File: src/rtl/vcb_mod_updown_if.sv
// -----------------------------------------------------------------------------
// vcb_mod_updown_if
// Bundles the control inputs and the count/cascade outputs of vcb_mod_updown.
//   master : drives ce, s, r, l, di, up; observes Q, TC, CEO, ovf
//   slave  : the counter itself (inverse directions)
// Parameter WIDTH must match the WIDTH of the counter it is attached to.
// -----------------------------------------------------------------------------
interface vcb_mod_updown_if #(
    parameter int WIDTH = 4
);
    logic             ce;   // clock enable for count and load
    logic             s;    // synchronous set to MODULUS-1
    logic             r;    // synchronous clear (also clears ovf)
    logic             l;    // synchronous parallel load (qualified by ce)
    logic [WIDTH-1:0] di;   // load data
    logic             up;   // 1 = count up, 0 = count down
    logic [WIDTH-1:0] Q;    // registered count value
    logic             TC;   // terminal count for the current direction
    logic             CEO;  // cascade enable out
    logic             ovf;  // sticky overflow/underflow flag

    modport master (
        output ce, s, r, l, di, up,
        input  Q, TC, CEO, ovf
    );

    modport slave (
        input  ce, s, r, l, di, up,
        output Q, TC, CEO, ovf
    );
endinterface

File: src/rtl/vcb_mod_updown.sv
// -----------------------------------------------------------------------------
// vcb_mod_updown
// WIDTH-bit modulo-MODULUS up/down counter with synchronous set, clear and
// parallel load, wrap or saturate at the terminal count, a sticky
// overflow/underflow flag and TC/CEO outputs for cascading digits.
// Ports:
//   clk    : clock, rising edge active
//   rst_n  : asynchronous reset, active-low (Q=0, ovf=0)
//   bus    : vcb_mod_updown_if.slave
//            in  ce, s, r, l, di[WIDTH], up
//            out Q[WIDTH], TC, CEO, ovf
// Priority per edge: r > s > ce&l > ce (count) > hold.
// -----------------------------------------------------------------------------
module vcb_mod_updown #(
    parameter int WIDTH    = 4,
    parameter int MODULUS  = 16,
    parameter bit SATURATE = 1'b0
) (
    input  logic            clk,
    input  logic            rst_n,
    vcb_mod_updown_if.slave bus
);

    // Upper bound written as a shift so wide WIDTH values cannot overflow
    // the elaboration-time arithmetic: MODULUS > 2**WIDTH <=> (MODULUS-1)>>WIDTH != 0.
    generate
        if (MODULUS < 2 || ((MODULUS - 1) >> WIDTH) != 0) begin : g_bad_modulus
            $error("vcb_mod_updown: MODULUS=%0d illegal for WIDTH=%0d (legal 2..2**WIDTH)",
                   MODULUS, WIDTH);
        end
    endgenerate

    // Terminal value held one bit wider than Q so MODULUS=2**WIDTH never truncates.
    localparam logic [WIDTH:0]   TERM_X = (WIDTH+1)'(MODULUS - 1);
    localparam logic [WIDTH-1:0] TERM   = TERM_X[WIDTH-1:0];
    localparam logic [WIDTH-1:0] ONE    = WIDTH'(1);

    logic [WIDTH-1:0] q_q, q_d;
    logic             ovf_q, ovf_d;
    logic             at_top, at_zero;

    assign at_top  = ({1'b0, q_q} == TERM_X);
    assign at_zero = (q_q == '0);

    always_comb begin
        q_d   = q_q;
        ovf_d = ovf_q;
        if (bus.r) begin
            q_d   = '0;
            ovf_d = 1'b0;
        end else if (bus.s) begin
            q_d = TERM;
        end else if (bus.ce && bus.l) begin
            // Out-of-range load data clamps to the top of the range without flagging.
            q_d = (bus.di > TERM) ? TERM : bus.di;
        end else if (bus.ce) begin
            if (bus.up) begin
                if (at_top) begin
                    ovf_d = 1'b1;
                    q_d   = SATURATE ? q_q : '0;
                end else begin
                    // Cannot carry out: at_top has already been excluded.
                    q_d = q_q + ONE;
                end
            end else begin
                if (at_zero) begin
                    ovf_d = 1'b1;
                    q_d   = SATURATE ? q_q : TERM;
                end else begin
                    q_d = q_q - ONE;
                end
            end
        end
    end

    always_ff @(posedge clk or negedge rst_n) begin
        if (!rst_n) begin
            q_q   <= '0;
            ovf_q <= 1'b0;
        end else begin
            q_q   <= q_d;
            ovf_q <= ovf_d;
        end
    end

    // TC follows up combinationally so a direction change is seen in the same cycle.
    assign bus.Q   = q_q;
    assign bus.ovf = ovf_q;
    assign bus.TC  = bus.up ? at_top : at_zero;
    assign bus.CEO = bus.ce & bus.TC;

endmodule

File: src/flat_wrapper.sv
// flat-port wrapper written by rule: the top's interface ports become plain ports
module vcb_mod_updown_flat 
#(
    parameter int WIDTH    = 4,
    parameter int MODULUS  = 16,
    parameter bit SATURATE = 1'b0
)
  (clk, rst_n, bus_ce, bus_s, bus_r, bus_l, bus_di, bus_up, bus_Q, bus_TC, bus_CEO, bus_ovf);
  vcb_mod_updown_if #(.WIDTH(WIDTH)) bus_i ();
  input  logic clk;
  input  logic rst_n;
  input wire logic [$bits(bus_i.ce)-1:0] bus_ce;
  input wire logic [$bits(bus_i.s)-1:0] bus_s;
  input wire logic [$bits(bus_i.r)-1:0] bus_r;
  input wire logic [$bits(bus_i.l)-1:0] bus_l;
  input wire logic [$bits(bus_i.di)-1:0] bus_di;
  input wire logic [$bits(bus_i.up)-1:0] bus_up;
  output wire logic [$bits(bus_i.Q)-1:0] bus_Q;
  output wire logic [$bits(bus_i.TC)-1:0] bus_TC;
  output wire logic [$bits(bus_i.CEO)-1:0] bus_CEO;
  output wire logic [$bits(bus_i.ovf)-1:0] bus_ovf;
  assign bus_i.ce = bus_ce;
  assign bus_i.s = bus_s;
  assign bus_i.r = bus_r;
  assign bus_i.l = bus_l;
  assign bus_i.di = bus_di;
  assign bus_i.up = bus_up;
  assign bus_Q = bus_i.Q;
  assign bus_TC = bus_i.TC;
  assign bus_CEO = bus_i.CEO;
  assign bus_ovf = bus_i.ovf;
  vcb_mod_updown #(.WIDTH(WIDTH), .MODULUS(MODULUS), .SATURATE(SATURATE)) u_core (.clk(clk), .rst_n(rst_n), .bus(bus_i));
endmodule
File: config.mk
export PLATFORM = sky130hd
export DESIGN_NAME = vcb_mod_updown_flat
export DESIGN_NICKNAME = d
export VERILOG_FILES = /design/src/rtl/vcb_mod_updown_if.sv /design/src/rtl/vcb_mod_updown.sv /design/src/flat_wrapper.sv
export SDC_FILE = /design/constraint.sdc
export NUM_CORES = 1
export LEC_CHECK = 0
export ABC_AREA = 1
export CAP_MARGIN = 20
export CORE_AREA = 2 2 39 41
export DETAILED_ROUTE_END_ITERATION = 12
export DIE_AREA = 0 0 41 43
export PLACE_DENSITY_LB_ADDON = 0.15
export SETUP_SLACK_MARGIN = 0.2
export SLEW_MARGIN = 10
export SYNTH_ARGS = -nofsm -noshare
export SYNTH_HDL_FRONTEND = slang
export SYNTH_SLANG_ARGS = --single-unit
export TNS_END_PERCENT = 1
File: constraint.sdc
create_clock -name clk -period 3.1 [get_ports clk]
set_input_delay 0.465 -clock clk [delete_from_list [all_inputs] [get_ports clk]]
set_output_delay 0.465 -clock clk [all_outputs]
set_load 0.02 [all_outputs]
-- Word level (Yosys, flattened, before mapping)
Cells that the tools add are included.
W data, S select, Z words.
- register bits: 5
- latch bits: 0
- bits in writable memories: 0
- bits in read-only memories: 0
- bits of input ports: 11
- output and inout bits: 7
- memories: 0
- $add $sub $neg: 2
- $mul: 0
- div/mod/pow operators: 0
- $lt $le $gt $ge: 1
- equal/unequal tests: 4
- shift operators: 0
- multiplexer cells: 16
- bitwise logic cells: 1
- reduce and logical (&&, ||, !) cells: 6
- operators with widths (operator ; number):
    $mux W4 ; 8
    $mux W1 ; 8
    $reduce_and A5 Y1 ; 1
    $add A4 B1 Y4 const B ; 1
    $eq A4 B4 Y1 const B ; 1
    $gt A4 B4 Y1 const B ; 1
    $logic_not A4 Y1 ; 1
    $reduce_bool A4 Y1 ; 1
    $sub A4 B1 Y4 const B ; 1
    $ne A3 B2 Y1 const B ; 1
    $reduce_bool A3 Y1 ; 1
    $ne A2 B1 Y1 const B ; 1
    $ne A2 B2 Y1 const B ; 1
    $reduce_bool A2 Y1 ; 1
    $and A1 B1 Y1 ; 1
    $logic_and A1 B1 Y1 ; 1

-- Longest topological paths before layout
- depth after elaboration: 7
- depth in mapped cells: 10
- mapped depth without buffers: 10

-- Worst setup path after synthesis
No wires, ideal clock.
- path kind: register to output
- start point: register u_core.q_q[0] (netlist: u_core.bus.Q[0])
- end point: output port bus_CEO
- data arrival time: 1.244 ns
- required time: 2.635 ns
- setup slack: 1.391 ns
- stages on the path, launching flop included: 5
- path through: dfrtp_1 inv_1 ha_1 nand4_4 a21boi_2
- cells in the longest elaborated chain, start to end: 3
- elaborated cells on any way between the ends: 4
- those cells by class: eq/ne (1); mux (1); bitwise (1); reduce/logical (1)
- ends and longest elaborated chain (what ; line ; text):
    start: declaration ; vcb_mod_updown.sv:38 ; logic [WIDTH-1:0] q_q, q_d;
    start signal: assignment ; vcb_mod_updown.sv:81 ; q_q <= q_d;
    $eq A4 B4 Y1 or $logic_not A4 Y1 (tied branches) ; vcb_mod_updown.sv:42, vcb_mod_updown.sv:43 ;
    $mux W1 (*) ; vcb_mod_updown.sv:89 ; assign bus.TC = bus.up ? at_top : at_zero;
    $and A1 B1 Y1 (*) ; vcb_mod_updown.sv:90 ; assign bus.CEO = bus.ce & bus.TC;
    end: declaration ; flat_wrapper.sv:20 ; output wire logic [$bits(bus_i.CEO)-1:0] bus_CEO;
Mark *: on every way between the ends. The rest lies on a longest branch, timed or not.

-- Final worst setup path
- start point: input port bus_up
- end point: output port bus_CEO
- cells in the longest elaborated chain, start to end: 2
- ends and longest elaborated chain (what ; line ; text):
    start: declaration ; flat_wrapper.sv:17 ; input wire logic [$bits(bus_i.up)-1:0] bus_up;
    $mux W1 ; vcb_mod_updown.sv:89 ;
    $and A1 B1 Y1 ; vcb_mod_updown.sv:90 ;
Every way passes these cells.

==> impl_metrics.yaml <==
status:
  status: "finished clean"
timing:
  timing.final.setup_violations: 0
  slew_violations: 0
  timing.clock.skew_ps: 2.027
  final_hold_viol_count: 0
  tightestPinTransition_ps: 284.7
  fin_crit_sh: 0.8144
  post-route-worst-setup-slack_ps: 575.4
  grt_setup_unrepaired: "false"
  finalHoldWorstSlack_ps: 444.9
  setup-tns-final_ps: 0
  fmax_mhz: 396.1
  finalCriticalPeriod_ps: 2525
  slew_headroom: 0.8088
detailed_routing:
  postRouteAntennaNets: 0
  detailedRoute.firstPassIterationCount: 4
  detail_routed_via_count_per_cell: 4.869
  routed_wire_length_per_instance_um: 9.869
  routed-via-count: 521
  detailedRoute.firstIterationViolations: 4
  detail_route.wirelength_mm: 1.056
  remaining_drc_errors: 0
cts:
  insertion_delay_ps: 240
  post_cts.resized_instances: 0
  tritoncts: "done"
  clk_path_buf_depth: 2
  cts-buffers-inserted: 3
  post-cts-setup-buffer-count: 0
  clockRootBuffer: "clkbuf_4"
  cts.sink_count: 5
  clkTransAtPathRegs_ps: 40
  hold_buffers: 0
  htreeDepth: 1
placement:
  placement.io_buffers: 17
  hpwlAfterDp_um: 862.8
  post_place_setup_slack_ps: 586.6
  place.gp.congestion: 0.8034
  post_dp_cell_area_um2: 645.6
floorplanning:
  rows: 14
  die_width_um: 41
  initial_core_util: 0.3291
  top_level_ports: 18
  die_area_mm2: 0.001763
  core_area_mm2: 0.001384
  chipHeight_um: 43
synth:
  netlist-cell-type-count: 17
  synth.avg_cell_area_um2: 6.506
  yosysSeqAreaShare: 0.2747
  synth.yosys.warnings: 0
  netlist_instances: 70
  post_synth_instance_area_um2: 455.4
  synth.largest_area_cell: "dfrtp_1"
  async_reset_ff_frac: 1.000
  number_of_flops_mapped_to_enable_cells_by_yosys: 0
  commonest_register_cell_after_synthesis: "dfrtp_1"
  post-synth-top-count-cell: "nand2_1"
  synthesis.nets: 83
  synth_largest_type_area_fraction: 0.2747
  synth_commonest_cells: "nand2_1, inv_1, nand3_1, dfrtp_1, o21ai_0"
  synth.top_cells.by_area: "dfrtp_1, nand2_1, nand3_1, inv_1, ha_1"
  ys_seq_elements: 5
flow_run:
  cap_viol_max_count: 0
power:
  p_leak_nw: 0.3218
  vdd_ir_drop_max_uv: 328.9
  power.density_mw_per_mm2: 368.7
worst_setup_path:
  path_max_fanout: 6
  cp_arrival_ps: 2060
  crit_path_top_delay_cell: "clkdlybuf4s50_1"
  crit_path_frequent_cell: "clkdlybuf4s50_1"
  crit_chain: "clkdlybuf4s50_1 > nand4_2 > a21boi_2 > clkdlybuf4s50_1"
  ff_to_ff_setup_slack_ps: 1590
  critical_path_class: "input pin to output port"
  reg2reg_from: "u_core.bus.Q[0]"
  top_family_by_delay_on_critical_path: "buffers and inverters"
  crit_path_start_kind: "input pin"
  required_ps: 2630
  r2r_cells: 9
  capturing_element_type_of_the_critical_path: "output port"
  worstPathBufferInverterCount: 2
  timing.critical_path.slowest_cell_delay_ps: 620
  r2r-end: "u_core.bus.Q[2]"
grt:
  global_route.usage.total: 0.1514
  antenna_found_initial: 0
  grt_first_pass_wirelength_mm: 1.856
  grt_pass1_vias: 490
  grt_overflow: 0
  largest_net_degree_at_the_start_of_global_routing: 9
final_layout:
  nets: 105
  area_delta_synth_final_pct: 47.53
  fill_cells: 156
  drive_gt1_frac: 0.09890
  num_antenna_cells: 0
  finalInstanceArea_um2: 671.9
min_path:
  worstHoldPathType: "input pin to async pin"
## sequential cells by signal (all words and copies together) (netlist names)
signal,count
u_core.bus.Q,4
u_core.bus.ovf,1
## final cells by class
type | instances | area, um2 | share of cell area
Sequential cell | 5 | 125.1 | 0.1862
Tap cell | 16 | 20.02 | 0.02980
Multi-Input combinational cell | 53 | 285.3 | 0.4246
Timing Repair Buffer | 17 | 170.2 | 0.2533
Inverter | 12 | 45.04 | 0.06704
Clock buffer | 4 | 26.28 | 0.03911
## worst max path at each step
stage	from	end	slack (ps)	depth (start not counted)
2_1_floorplan	u_core.bus.Q[0]	bus_CEO	1390	4
3_3_place_gp	bus_up	bus_CEO	590	4
3_5_place_dp	bus_up	bus_CEO	590	4
4_1_cts	bus_up	bus_CEO	580	4
5_1_grt	bus_up	bus_CEO	490	5
6_report	bus_up	bus_CEO	580	4
## cells in the final DEF, fill, tap and decap left out
cell	netlist	layout
a21boi_2	1	1
a21oi_1	1	1
a21oi_2	1	1
clkbuf_1	0	1
clkbuf_4	0	3
clkdlybuf4s50_1	0	17
dfrtp_1	5	5
ha_1	2	2
inv_1	11	11
inv_2	1	1
nand2_1	24	24
nand2_2	1	1
nand3_1	10	10
nand4_1	1	1
nand4_2	1	1
nand4_4	1	1
nor2_1	3	3
nor3_1	1	1
o211ai_1	1	1
o21ai_0	5	5
## cell families after synthesis
kind of cell | count (synthesis) | synth area share
and+or+nand+nor | 42 | 0.4451
DFF | 5 | 0.2747
buffers and inverters | 12 | 0.09889
adders and majority gates | 2 | 0.05494
AOI/OAI and AO/OA | 9 | 0.1264
## power breakdown
group / switching [mW] / internal (mW)
clock: 0.0252 / 0.0486
sequential: 0.0109 / 0.0713
combinational: 0.0489 / 0.0428
## metrics by stage
step	util	cells	total power, mW
after floorplan	-	70	0.1336
after global placement	0.4665	103	0.1748
after detailed placement	0.4665	103	0.1752
after CTS	0.4855	107	0.2521
after global routing	0.4855	107	0.2728
final	0.4855	107	0.2477
## worst reg2reg max path, cell delays in order, from the launching register on
cell and delay [ps]:
dfrtp_1 440, inv_1 140, ha_1 240, inv_1 70, o21ai_0 140, nand2_1 70, nand3_1 80, nand3_1 80
nand2_1 60, o21ai_0 70
## layer usage
layer	up-vias	track usage	wire [um]
li1	270	-	-
met1	237	0.1863	524
met2	14	0.2344	476
met3	0	0.07330	54
met4	0	0.02667	0
met5	-	0	0
Power figures use the tool's default switching activity.
